==> src/rtl/rf_wb_arbiter.sv <==
// rf_wb_arbiter: write-back arbiter for the integer register file's single
// write port. Two producers (ALU and LSU) compete over valid/ready
// handshakes. The LSU normally wins, but a starvation counter forces an ALU
// grant after STARVE_LIMIT consecutive lost cycles. The winning request is
// captured into a registered output stage that drives the register file.
// The register file never back-pressures, so there is no buffering.

module rf_wb_arbiter #(
    parameter int XLEN         = 32,
    parameter int RFIDX_WIDTH  = 5,
    parameter int STARVE_LIMIT = 3
) (
    input  logic                   clk,
    input  logic                   rst,

    input  logic                   alu_valid,
    output logic                   alu_ready,
    input  logic [RFIDX_WIDTH-1:0] alu_addr,
    input  logic [XLEN-1:0]        alu_data,

    input  logic                   lsu_valid,
    output logic                   lsu_ready,
    input  logic [RFIDX_WIDTH-1:0] lsu_addr,
    input  logic [XLEN-1:0]        lsu_data,

    output logic                   reg_write,
    output logic [RFIDX_WIDTH-1:0] write_addr,
    output logic [XLEN-1:0]        write_data,
    output logic                   wb_src
);

    // The counter is 4 bits wide, so the limit is compared in that width.
    localparam logic [3:0] LIMIT = 4'(STARVE_LIMIT);

    // Source encoding for wb_src.
    localparam logic SRC_ALU = 1'b0;
    localparam logic SRC_LSU = 1'b1;

    logic [3:0] starve_cnt;
    logic       force_alu;
    logic       alu_xfer;
    logic       lsu_xfer;

    // Grant decision: LSU first unless the ALU has been starved long enough;
    // nothing is granted while reset is held so pending requests survive it.
    always_comb begin
        force_alu = (starve_cnt >= LIMIT);
        alu_ready = 1'b0;
        lsu_ready = 1'b0;
        if (!rst) begin
            lsu_ready = lsu_valid && !(alu_valid && force_alu);
            alu_ready = alu_valid && (!lsu_valid || force_alu);
        end
        alu_xfer = alu_valid && alu_ready;
        lsu_xfer = lsu_valid && lsu_ready;
    end

    // Count consecutive cycles the ALU waited; clear once it wins or goes idle.
    always_ff @(posedge clk) begin
        if (rst) begin
            starve_cnt <= 4'd0;
        end else if (alu_valid && !alu_ready) begin
            if (starve_cnt != 4'hF) begin
                starve_cnt <= starve_cnt + 4'd1;
            end
        end else begin
            starve_cnt <= 4'd0;
        end
    end

    // Registered write port: capture the granted request; x0 writes finish
    // the handshake but never raise reg_write. Idle cycles hold addr/data.
    always_ff @(posedge clk) begin
        if (rst) begin
            reg_write  <= 1'b0;
            write_addr <= '0;
            write_data <= '0;
            wb_src     <= SRC_ALU;
        end else if (alu_xfer) begin
            reg_write  <= (alu_addr != '0);
            write_addr <= alu_addr;
            write_data <= alu_data;
            wb_src     <= SRC_ALU;
        end else if (lsu_xfer) begin
            reg_write  <= (lsu_addr != '0);
            write_addr <= lsu_addr;
            write_data <= lsu_data;
            wb_src     <= SRC_LSU;
        end else begin
            reg_write  <= 1'b0;
        end
    end

endmodule

==> config.mk <==
export PLATFORM = sky130hd
export DESIGN_NAME = rf_wb_arbiter
export DESIGN_NICKNAME = d
export VERILOG_FILES = /design/src/rtl/rf_wb_arbiter.sv
export SDC_FILE = /design/constraint.sdc
export NUM_CORES = 1
export LEC_CHECK = 0
export ABC_AREA = 1
export CAP_MARGIN = 20
export CORE_MARGIN = 3
export CORE_UTILIZATION = 40
export DETAILED_ROUTE_END_ITERATION = 7
export PLACE_DENSITY = 0.81
export SYNTH_ARGS = -nofsm -noshare
export SYNTH_HDL_FRONTEND = slang
export SYNTH_SLANG_ARGS = --single-unit
==> constraint.sdc <==
create_clock -name clk -period 1.81 [get_ports clk]
set_clock_uncertainty 0.05 [all_clocks]
set_input_delay 0.362 -clock clk [delete_from_list [all_inputs] [get_ports clk]]
set_output_delay 0.362 -clock clk [all_outputs]
set_load 0.005 [all_outputs]
# Word level (Yosys, flattened, before mapping)

Cells that the tools add are included.

Output and inout bits: 41
Bits in latches: 0
Memories: 0
Flip-flop bits (word level): 43
Bits in writable memories: 0
Memory bits (read-only): 0

Equality and inequality tests: 1
Multipliers: 0
Bitwise logic cells: 1
Add/sub/neg operators: 1
Mux-type cells: 8
Divide/modulo/power cells: 0
Reduce and logical (&&, ||, !) cells: 15
Shifts and indexed selects: 0
$lt $le $gt $ge: 1

Operators with widths:

| cell                  | count |
|---|---|
| $mux W32              | 2 |
| $mux W5               | 2 |
| $reduce_bool A5 Y1    | 2 |
| $logic_and A1 B1 Y1   | 6 |
| $add A4 B1 Y4 const B | 1 |
| $ge A4 B2 Y1 const B  | 1 |
| $mux W1               | 4 |
| $ne A4 B4 Y1 const B  | 1 |
| $reduce_or A2 Y1      | 2 |
| $logic_not A1 Y1      | 3 |
| $reduce_bool A2 Y1    | 1 |
| $logic_or A1 B1 Y1    | 1 |
| $not A1 Y1            | 1 |

# Logic depth before layout (Yosys ltp)

Depth after elaboration: 8
Mapped depth: 10

# Least setup slack after synthesis

No wires, ideal clock.

Kind: reg2out
From: register starve_cnt[0]
To: output lsu_ready
Path buffers: 1
Stages on the path, launching flop included: 8
Arrival time: 1091 ps
Slack: 307 ps
Path through: dfxtp_1 > ha_1 > nor2_4 > nand2_2 > buf_4 > o21ai_0 > nand2_1 > inv_1

Cells in the longest elaborated chain, start to end: 5

RTL lines:

| what                     | RTL line | RTL |
|---|---|---|
| start: declaration       | 39       | `logic [3:0] starve_cnt;` |
| start signal: assignment | 64       | `starve_cnt <= starve_cnt + 4'd1;` |
| $ge A4 B2 Y1             | 47       | `force_alu = (starve_cnt >= LIMIT);` |
| $logic_and A1 B1 Y1      | 51       | `lsu_ready = lsu_valid && !(alu_valid && force_alu);` |
| $logic_not A1 Y1         | 51       |  |
| $logic_and A1 B1 Y1      | 51       |  |
| $mux W1                  | 50       | `if (!rst) begin` |
| end: declaration         | 22       | `output logic lsu_ready,` |

Every way passes these cells.

# Worst setup path after layout

From: register starve_cnt[1]
To: output alu_ready

Cells in the longest elaborated chain, start to end: 4

RTL lines:

| what                | RTL line | RTL |
|---|---|---|
| $ge A4 B2 Y1        | 47       |  |
| $logic_or A1 B1 Y1  | 52       | `alu_ready = alu_valid && (!lsu_valid \|\| force_alu);` |
| $logic_and A1 B1 Y1 | 52       |  |
| $mux W1             | 50       |  |
| end: declaration    | 17       | `output logic alu_ready,` |

Every way passes these cells.

==> impl_metrics.prom <==
# TYPE chip_impl_metric gauge
chip_impl_metric{name="timing.final.setup_violations",unit=""} 0
chip_impl_metric{name="largest_net_degree_at_the_start_of_global_routing",unit=""} 39
chip_impl_metric{name="route.detailed.wl_per_inst",unit="µm"} 12.00
chip_impl_metric{name="grt_pass1_wl",unit="µm"} 9549
chip_impl_metric{name="pwr-share-seq",unit="%"} 46.9
chip_impl_metric{name="detail_route.first_pass.iterations",unit=""} 4
chip_impl_metric{name="floorplan.initialDensity",unit="%"} 42.69
chip_impl_metric{name="place_congestion",unit=""} 0.7140
chip_impl_metric{name="synth_area_per_cell",unit="µm²"} 7.051
chip_impl_metric{name="pins_over_slew_limit",unit=""} 0
chip_impl_metric{name="total_leakage_power",unit="nW"} 1.707
chip_impl_metric{name="initial_drt_markers",unit=""} 47
chip_impl_metric{name="io_pins",unit=""} 119
chip_impl_info{name="cts_tree",value="done"} 1
chip_impl_metric{name="hold_buffers",unit=""} 0
chip_impl_info{name="status",value="finished, final reports clean"} 1
chip_impl_metric{name="worst-endpoint-arrival",unit="ns"} 1.30
chip_impl_metric{name="numClockSinks",unit=""} 43
chip_impl_metric{name="synthesis.area",unit="µm²"} 2263
chip_impl_metric{name="grt_antenna_before_repair",unit=""} 0
chip_impl_metric{name="syn2layout_area_growth",unit="%"} 59.70
chip_impl_metric{name="final.setup.tns",unit="ns"} 0
chip_impl_metric{name="yosysTopAreaCellShare",unit="%"} 38.03
chip_impl_metric{name="chipHeight",unit="µm"} 81.23
chip_impl_metric{name="antenna_cells",unit=""} 0
chip_impl_metric{name="nets",unit=""} 520
chip_impl_metric{name="power.switching_fraction",unit="%"} 25.77
chip_impl_metric{name="final_period_utilization",unit="%"} 94.56
chip_impl_metric{name="power_switching",unit="µW"} 578.8
chip_impl_metric{name="global_route.usage.total",unit="%"} 18.44
chip_impl_info{name="startpoint_type",value="flop"} 1
chip_impl_metric{name="yosys_warnings",unit=""} 0
chip_impl_metric{name="core.rowCount",unit=""} 26
chip_impl_metric{name="clock_tree.htree_level_count",unit=""} 2
chip_impl_metric{name="cts.path.max_buffers",unit=""} 2
chip_impl_metric{name="max_cap_violations",unit=""} 0
chip_impl_info{name="timing.setup.critical_path_class",value="reg -> out"} 1
chip_impl_metric{name="share_comb_of_total_power",unit="%"} 28.3
chip_impl_metric{name="die-area",unit="µm²"} 6598
chip_impl_info{name="netlist.top_cell.by_area",value="sky130_fd_sc_hd__dfxtp_1"} 1
chip_impl_metric{name="dp_cells",unit=""} 499
chip_impl_metric{name="post-route-util",unit="%"} 68.17
chip_impl_metric{name="clkTransAtPathRegs",unit="ns"} 0.08
chip_impl_metric{name="antenna_violation_net_count_after_detailed_routing",unit=""} 0
chip_impl_info{name="clk_root_buffer_cell",value="sky130_fd_sc_hd__clkbuf_8"} 1
chip_impl_metric{name="synth-async-reset-ratio",unit="%"} 0
chip_impl_info{name="ys_dominant_reg_cell",value="sky130_fd_sc_hd__dfxtp_1"} 1
chip_impl_metric{name="clk_latency",unit="ns"} 0.29
chip_impl_metric{name="synth-seq-cells",unit=""} 43
chip_impl_metric{name="totalPowerFinal",unit="mW"} 2.246
chip_impl_metric{name="totalWireLength",unit="µm"} 6120
chip_impl_metric{name="detailed_route_via_count",unit=""} 2451
chip_impl_metric{name="io_buffers",unit=""} 118
chip_impl_metric{name="place_hpwl",unit="µm"} 4339
chip_impl_metric{name="drc_errors",unit=""} 0
chip_impl_info{name="critical_path.endpoint_type",value="primary output"} 1
chip_impl_metric{name="synth_edf_count",unit=""} 0
chip_impl_metric{name="grt-ovfl-total",unit=""} 0
chip_impl_metric{name="required",unit="ns"} 1.40
chip_impl_metric{name="intPower",unit="mW"} 1.667
chip_impl_metric{name="power.density_cell_area",unit="nW/µm²"} 621.4
chip_impl_metric{name="worstPathMaxFanout",unit=""} 3
chip_impl_metric{name="cts_made_buffers",unit=""} 5
chip_impl_metric{name="final_period_minus_worst_setup_slack",unit="ns"} 1.712
chip_impl_metric{name="final_hold_viol_count",unit=""} 0
chip_impl_metric{name="vdd_drop_max",unit="V"} 0.0003423
chip_impl_metric{name="fmax_achieved",unit="MHz"} 584.3
chip_impl_info{name="synthTopCellsByArea",value="sky130_fd_sc_hd__dfxtp_1 38%, sky130_fd_sc_hd__nand3_1 17%, sky130_fd_sc_hd__nand2_1 13%"} 1
chip_impl_metric{name="dieWidth",unit="µm"} 81.23
chip_impl_metric{name="layout.cells.non_filler",unit=""} 510
chip_impl_metric{name="yosys.cell_types.count",unit=""} 20
chip_impl_metric{name="post_synth_inst_count",unit=""} 321
chip_impl_info{name="setup_repair_after_global_routing_missed_its_margin",value="false"} 1
chip_impl_metric{name="final_layout_size_suffix_gt1_share",unit="%"} 8.636
chip_impl_info{name="post_synth_most_frequent_cells",value="80 x sky130_fd_sc_hd__nand2_1, 76 x sky130_fd_sc_hd__nand3_1, 43 x sky130_fd_sc_hd__dfxtp_1, 40 x sky130_fd_sc_hd__inv_1, 37 x sky130_fd_sc_hd__o21a_1"} 1
chip_impl_metric{name="grt_pass1_vias",unit=""} 2209
chip_impl_metric{name="power.share.clock",unit="%"} 24.8
chip_impl_metric{name="routed_via_density",unit=""} 4.806
chip_impl_metric{name="portion_of_the_post_synthesis_area_used_by_sequential_elements",unit="%"} 38.03
chip_impl_info{name="min_path_type",value="reg -> reg"} 1
chip_impl_metric{name="core-area",unit="µm²"} 5303
chip_impl_info{name="synth.most_common_cell",value="sky130_fd_sc_hd__nand2_1"} 1
## sequential cells by signal, indices dropped and copies added, names as in the netlist
register	count
reg_write	1
starve_cnt	4
wb_src	1
write_addr	5
write_data	32
## timing repair
action / in CTS / in global routing
gates resized for setup: 13 / 2
pin swaps: 2 / 0
endpoints found under the setup margin: 2 / 16
buffers inserted: 6 / 0
endpoints found under the hold margin: 0 / 0
gates cloned: 0 / 0
## worst max-delay path, stage by stage (launching register included)
cell	delay, ns
sky130_fd_sc_hd__dfxtp_2	0.34
sky130_fd_sc_hd__ha_4	0.17
sky130_fd_sc_hd__nor2_4	0.09
sky130_fd_sc_hd__nand2_2	0.08
sky130_fd_sc_hd__buf_6	0.12
sky130_fd_sc_hd__nand2_2	0.06
sky130_fd_sc_hd__inv_2	0.04
sky130_fd_sc_hd__buf_2	0.12
## area by class of cell
class                   count  area [µm²]
fillers                   508        1688
repair buffers            136        1334
multi-input cells         212        1096
flip-flops and latches     43       863.3
inverters                  43       161.4
well taps                  70       87.58
clock buffers               6       72.57
## per-layer routing
metal / part of all wire, % / track usage (%) / vias up
met1: 42 / 19.39 / 1098
met4: 0.38 / 4.392 / 0
met5: 0 / 0 / -
met3: 11 / 7.761 / 4
li1: - / - / 1259
met2: 47 / 33.83 / 90
## path summary, 6_finish.rpt
| path | start | to | slack, ns | cells past startpoint |
|---|---|---|---|---|
| min reg2reg | wb_src | wb_src | 0.44 | 2 |
| max | starve_cnt[1] | alu_ready | 0.1 | 7 |
| max reg2reg | starve_cnt[1] | write_data[22] | 0.14 | 11 |
| min | wb_src | wb_src | 0.44 | 2 |
## metrics by stage
| stage | setup WS [ns] | hold WS [ns] | cell area, µm² |
|---|---|---|---|
| final | 0.09848 | 0.4390 | 3615 |
| after floorplan | 0.3071 | 0.3622 | 2267 |
| after global placement | -0.3705 | 0.3732 | 3493 |
| after CTS | 0.01364 | 0.4417 | 3633 |
| after global routing | 0.04073 | 0.4461 | 3615 |
| after detailed placement | -0.4223 | 0.4041 | 3493 |
## cells in the final DEF (no fill, tap or decap), drive strengths merged
master / n
o21ai: 2
dfxtp: 43
nor3: 1
dlygate4sd2: 1
a21oi: 3
inv: 43
clkdlybuf4s50: 115
buf: 19
o21a: 37
nand2: 82
nand3: 76
ha: 1
conb: 2
clkbuf: 7
nor2: 8
## cells by family (layout without fill, tap and decap cells)
group	count (synthesis)	after routing	synth area share, %
AND/OR/NAND/NOR	167	167	32.95
buffers and inverters	67	185	14.76
flip-flops	43	43	38.03
AO/OA/AOI/OAI	42	42	13.54
adder cells (fa/ha/maj)	1	1	0.5527
other	1	2	0.1657
## power groups by stage
stage	sequential, mW	clock, mW	combinational (mW)
5_1_grt	1.06	0.607	0.700
6_report	1.05	0.557	0.636
3_3_place_gp	1.07	0	0.627
2_1_floorplan	1.08	0	0.267
3_5_place_dp	1.08	0	0.636
4_1_cts	1.05	0.573	0.645
(Power assumes the default switching activity.)
